==> src/rtl/oopslogger_pkg.sv <==
// Shared definitions for the oopslogger SRAM path: bus width defaults and
// sequencer state encodings.
package oopslogger_pkg;

  localparam int unsigned SramAddrW = 17;
  localparam int unsigned SramDataW = 8;

  typedef enum logic [1:0] {
    StIdle   = 2'd0,
    StSetup  = 2'd1,
    StStrobe = 2'd2,
    StHold   = 2'd3
  } seq_state_e;

  typedef enum logic {
    OwnLog = 1'b0,
    OwnSpi = 1'b1
  } owner_e;

endpackage

==> src/rtl/sram_seq.sv <==
// SRAM access timing sequencer: IDLE -> SETUP -> STROBE x N -> HOLD -> IDLE,
// producing the chip strobes, tristate enable, read-capture and done pulses.
module sram_seq
  import oopslogger_pkg::*;
#(
  parameter int unsigned STROBE_CYCLES = 2
) (
  input  logic clk,
  input  logic rst,
  input  logic start_i,
  input  logic we_i,
  output logic cen_o,
  output logic oen_o,
  output logic wen_o,
  output logic dq_oe_o,
  output logic busy_o,
  output logic capture_o,
  output logic done_o
);

  localparam logic [3:0] CntLoad = 4'(STROBE_CYCLES - 1);

  seq_state_e state_q, state_d;
  logic [3:0] cnt_q, cnt_d;

  always_ff @(posedge clk) begin
    if (rst) begin
      state_q <= StIdle;
      cnt_q   <= '0;
    end else begin
      state_q <= state_d;
      cnt_q   <= cnt_d;
    end
  end

  always_comb begin
    state_d   = state_q;
    cnt_d     = cnt_q;
    cen_o     = 1'b1;
    oen_o     = 1'b1;
    wen_o     = 1'b1;
    dq_oe_o   = 1'b0;
    busy_o    = 1'b1;
    capture_o = 1'b0;
    done_o    = 1'b0;
    unique case (state_q)
      StIdle: begin
        busy_o = 1'b0;
        if (start_i) state_d = StSetup;
      end
      StSetup: begin
        cen_o   = 1'b0;
        dq_oe_o = we_i;
        cnt_d   = CntLoad;
        state_d = StStrobe;
      end
      StStrobe: begin
        // Reads never drive the bus, so oen low and dq_oe high are exclusive.
        cen_o   = 1'b0;
        dq_oe_o = we_i;
        wen_o   = ~we_i;
        oen_o   = we_i;
        if (cnt_q == 4'd0) begin
          capture_o = ~we_i;
          state_d   = StHold;
        end else begin
          cnt_d = cnt_q - 4'd1;
        end
      end
      StHold: begin
        cen_o   = 1'b0;
        dq_oe_o = we_i;
        done_o  = 1'b1;
        state_d = StIdle;
      end
      default: state_d = StIdle;
    endcase
  end

endmodule

==> src/rtl/sram_arbiter.sv <==
// Two-requester SRAM arbiter: fair logger/SPI grant in idle, latches the
// winning request and drives it through the sram_seq timing sequencer.
module sram_arbiter
  import oopslogger_pkg::*;
#(
  parameter int unsigned ADDR_W        = SramAddrW,
  parameter int unsigned DATA_W        = SramDataW,
  parameter int unsigned STROBE_CYCLES = 2
) (
  input  logic              clk,
  input  logic              rst,
  input  logic              log_req,
  input  logic [ADDR_W-1:0] log_addr,
  input  logic [DATA_W-1:0] log_wdata,
  output logic              log_done,
  input  logic              spi_req,
  input  logic              spi_we,
  input  logic [ADDR_W-1:0] spi_addr,
  input  logic [DATA_W-1:0] spi_wdata,
  output logic [DATA_W-1:0] spi_rdata,
  output logic              spi_done,
  output logic              sram_cen,
  output logic              sram_oen,
  output logic              sram_wen,
  output logic [ADDR_W-1:0] sram_addr,
  output logic [DATA_W-1:0] sram_dq_o,
  output logic              sram_dq_oe,
  input  logic [DATA_W-1:0] sram_dq_i,
  output logic              busy
);

  owner_e            last_q, last_d;
  owner_e            own_q, own_d;
  logic [ADDR_W-1:0] addr_q, addr_d;
  logic [DATA_W-1:0] wdata_q, wdata_d;
  logic [DATA_W-1:0] rdata_q, rdata_d;
  logic              we_q, we_d;
  logic              grant;
  logic              seq_busy;
  logic              seq_capture;
  logic              seq_done;

  always_ff @(posedge clk) begin
    if (rst) begin
      last_q  <= OwnSpi;
      own_q   <= OwnLog;
      addr_q  <= '0;
      wdata_q <= '0;
      rdata_q <= '0;
      we_q    <= 1'b0;
    end else begin
      last_q  <= last_d;
      own_q   <= own_d;
      addr_q  <= addr_d;
      wdata_q <= wdata_d;
      rdata_q <= rdata_d;
      we_q    <= we_d;
    end
  end

  always_comb begin
    grant   = 1'b0;
    last_d  = last_q;
    own_d   = own_q;
    addr_d  = addr_q;
    wdata_d = wdata_q;
    we_d    = we_q;
    if (!seq_busy && (log_req || spi_req)) begin
      grant = 1'b1;
      // On a tie the requester that did not win last time goes first.
      if (log_req && (!spi_req || last_q == OwnSpi)) begin
        own_d   = OwnLog;
        addr_d  = log_addr;
        wdata_d = log_wdata;
        we_d    = 1'b1;
      end else begin
        own_d   = OwnSpi;
        addr_d  = spi_addr;
        wdata_d = spi_wdata;
        we_d    = spi_we;
      end
      last_d = own_d;
    end
    rdata_d = seq_capture ? sram_dq_i : rdata_q;
  end

  sram_seq #(
    .STROBE_CYCLES(STROBE_CYCLES)
  ) u_seq (
    .clk      (clk),
    .rst      (rst),
    .start_i  (grant),
    .we_i     (we_q),
    .cen_o    (sram_cen),
    .oen_o    (sram_oen),
    .wen_o    (sram_wen),
    .dq_oe_o  (sram_dq_oe),
    .busy_o   (seq_busy),
    .capture_o(seq_capture),
    .done_o   (seq_done)
  );

  assign busy      = seq_busy;
  assign sram_addr = addr_q;
  assign sram_dq_o = wdata_q;
  assign spi_rdata = rdata_q;
  assign log_done  = seq_done && (own_q == OwnLog);
  assign spi_done  = seq_done && (own_q == OwnSpi);

endmodule

==> config.mk <==
export PLATFORM = sky130hd
export DESIGN_NAME = sram_arbiter
export DESIGN_NICKNAME = d
export VERILOG_FILES = /design/src/rtl/oopslogger_pkg.sv /design/src/rtl/sram_seq.sv /design/src/rtl/sram_arbiter.sv
export SDC_FILE = /design/constraint.sdc
export NUM_CORES = 1
export LEC_CHECK = 0
export CAP_MARGIN = 20
export CORE_ASPECT_RATIO = 2
export CORE_MARGIN = 8
export CORE_UTILIZATION = 43
export DETAILED_ROUTE_END_ITERATION = 10
export PLACE_DENSITY = 0.86
export SYNTH_ARGS = -nofsm -noshare
export SYNTH_HDL_FRONTEND = slang
export SYNTH_HIERARCHICAL = 1
export SYNTH_SLANG_ARGS = --single-unit
==> constraint.sdc <==
create_clock -name clk -period 3.4 [get_ports clk]
set_input_delay 0.68 -clock clk [delete_from_list [all_inputs] [get_ports clk]]
set_output_delay 0.68 -clock clk [all_outputs]
set_load 0.005 [all_outputs]
==> flow_summary.ini <==
[setup_path]
r2r-start = u_seq/cnt_q[0]
critPathMaxStageDelay_ps = 510
r2r_cells = 6
reg2reg_slack_ps = 1250
crit_path_start_kind = flop
cp-end-kind = output port
cp_top_family = buffers and inverters
critPathKind = reg -> out
cp_max_fo = 11
crit_path_top_delay_cell = clkdlybuf4s50_1
critical_path_arrival_ps = 1750
crit_required_ps = 2720
path_buf_inv = 2
path_cells = inv_1 -> ha_1 -> nand2b_1 -> clkdlybuf4s50_1
r2r_end = spi_rdata[5]

[synth]
yosysSeqAreaShare = 0.415
synth_top_area_frac = 0.415
syn-num-nets = 306
yosysWarnings = 6
synth_top_area_cell = dfxtp_1
synth_area_per_cell_um2 = 8.55
syn-cell-area_mm2 = 0.00203
synthCells = 237
synth_seq_cells = 42
yosysUniqueCellTypes = 34
synthTopCellsByArea = dfxtp_1 42%, a311oi_1 11%, nor2_1 7.0%

[floorplanning]
start_util = 0.445
coreArea_mm2 = 0.00455
die_y_um = 113
dieArea_mm2 = 0.00730
io_pins = 103
num_rows = 35
dieWidth_um = 64.5

[sta]
fin_setup_tns_ps = 0
setup_viol = 0
finalHoldViolations = 0
rsz0062_at_grt = no
finalCritPeriodShare = 0.715
fin_skew_ps = 9.70
slew_headroom = 0.352
layout_min_cycle_time_ps = 2430
maxSlewViolCount = 0
fmax_mhz = 411
worst_pin_slew_ps = 972

[clocking]
cts_buffers = 5
cts_max_path_buffers = 2
cts_sinks = 42
cts_tree = yes
cts_resized = 0
cts_hold_buf = 0
cts-root-buf = clkbuf_8
htreeDepth = 2
postCtsSetupBuffers = 0
clkLatencyLatePin_ps = 300
clkTransAtPathRegs_ps = 80

[finish]
final_cell_mix = 102 x clkdlybuf4s50_1, 42 x dfxtp_1, 38 x nor2_1, 26 x nand3_1
final_common_cell = clkdlybuf4s50_1
diodes = 0
seq_area_um2 = 841
drive_gt1_frac = 0.0518
multi_input_area_mm2 = 0.00102
final_nets = 396
fillers = 366
syn_to_final_growth_pct = 54.5

[run_status]
status = completed

[drt]
wirelength_um = 6240
wl_met2_um = 3350
wl_met1_um = 2210
dr_wl_met3_um = 510
dr.pass1.iters = 6
wire_per_inst_um = 16.3
vias = 2058
post_drt_via_cell_ratio = 5.37
ant_nets = 0
drc = 0
drt_iter0_markers = 81
top_layer_used = met4

[global_routing]
grt_usage = 0.172
overflow = 0
first_global_vias = 2150
antenna_found_initial = 0
grt_max_degree = 36
grt_pass1_wl_um = 10200

[min_path]
holdPathStages = 2
whs_endpoint = u_seq/cnt_q[1]
holdCritStartpoint = u_seq/cnt_q[1]
hold_path_class = reg -> reg

[power]
ir_drop_uv = 660
total_power_mw = 2.06
p_leak_nw = 1.15
p_per_area_mw_per_mm2 = 659

[place]
dp_hpwl_um = 4750
portBuffers = 102
gp_congestion = 0.757

[flow_run]
cap_violations = 0
[power by group]
part	internal [mW]	leakage (nW)	total [mW]	switching, mW
Clock	0.219	0.0514	0.392	0.173
Sequential	0.629	0.346	0.710	0.0810
Combinational	0.519	0.751	0.960	0.441
[tightest hold or removal path, delay by kind of cell (launching register included)]
family	cells	cell delay [ps]
flops	1	320
compound gates	2	130
[cell families (layout without fill, tap and decap cells)]
family,count (synthesis),in the layout,share of synthesized area
and+or+nand+nor,85,85,0.204
AOI/OAI and AO/OA,64,64,0.218
DFF,42,42,0.415
buffers and inverters,31,122,0.0815
muxes,9,9,0.0445
adders and majority gates,6,6,0.0371
[synthesized netlist by cell type]
master	count
dfxtp_1	42
nor2_1	38
nand3_1	26
a311oi_1	25
o21ai_0	25
mux2i_1	9
inv_1	8
buf_2	7
clkbuf_1	6
ha_1	6
a21oi_1	4
buf_4	4
buf_6	3
nand2_1	3
nand2b_1	3
nor2b_1	3
nor3_1	3
a211oi_1	2
and2b_2	2
clkbuf_2	2
o21ai_1	2
or3_1	2
a211o_1	1
a21oi_2	1
and2_1	1
and4bb_2	1
inv_2	1
nand3b_1	1
nor4b_1	1
o211a_1	1
o21a_1	1
o21ba_1	1
o21bai_1	1
or3b_4	1
[state kept, by name, summed over array words and instances (netlist names)]
register and flops:
sram_addr 17, spi_rdata 8, sram_dq_o 8, u_seq/cnt_q 4, u_seq/state_q 2, last_q 1
own_q 1, we_q 1
[how the worst max path moves through the flow]
| stage | from | end | slack [ps] | cells after the start |
|---|---|---|---|---|
| 2_1_floorplan | log_req | u_seq/state_q[0] | 1560 | 7 |
| 3_3_place_gp | spi_req | sram_addr[7] | 1040 | 4 |
| 3_5_place_dp | spi_req | sram_addr[5] | 940 | 4 |
| 4_1_cts | u_seq/state_q[0] | sram_oen | 950 | 4 |
| 5_1_grt | u_seq/state_q[0] | sram_oen | 840 | 4 |
| 6_report | u_seq/state_q[0] | sram_oen | 970 | 4 |
[final cells by class]
type	count	area share
Timing Repair Buffer	105	0.337
Multi-Input combinational cell	164	0.326
Sequential cell	42	0.269
Clock buffer	6	0.0232
Tap cell	55	0.0220
Clock inverter	2	0.0120
Inverter	9	0.0108
[per-layer routing]
layer	global-route usage	vias up
li1	-	1031
met1	0.169	933
met2	0.302	81
met3	0.0682	13
met4	0.0762	0
met5	0	-
[metrics by stage]
stage / instance area [µm²] / setup WS, ps / hold slack [ps] / instances / utilization
floorplan: 2030 / 1560 / 456 / 237 / -
global placement: 3020 / 1040 / 473 / 375 / 0.663
detailed placement: 3020 / 945 / 484 / 375 / 0.663
CTS: 3130 / 948 / 491 / 383 / 0.687
global route: 3130 / 835 / 524 / 383 / 0.687
finish: 3130 / 968 / 491 / 383 / 0.687
Note: power is estimated with default switching activity, not from simulation.
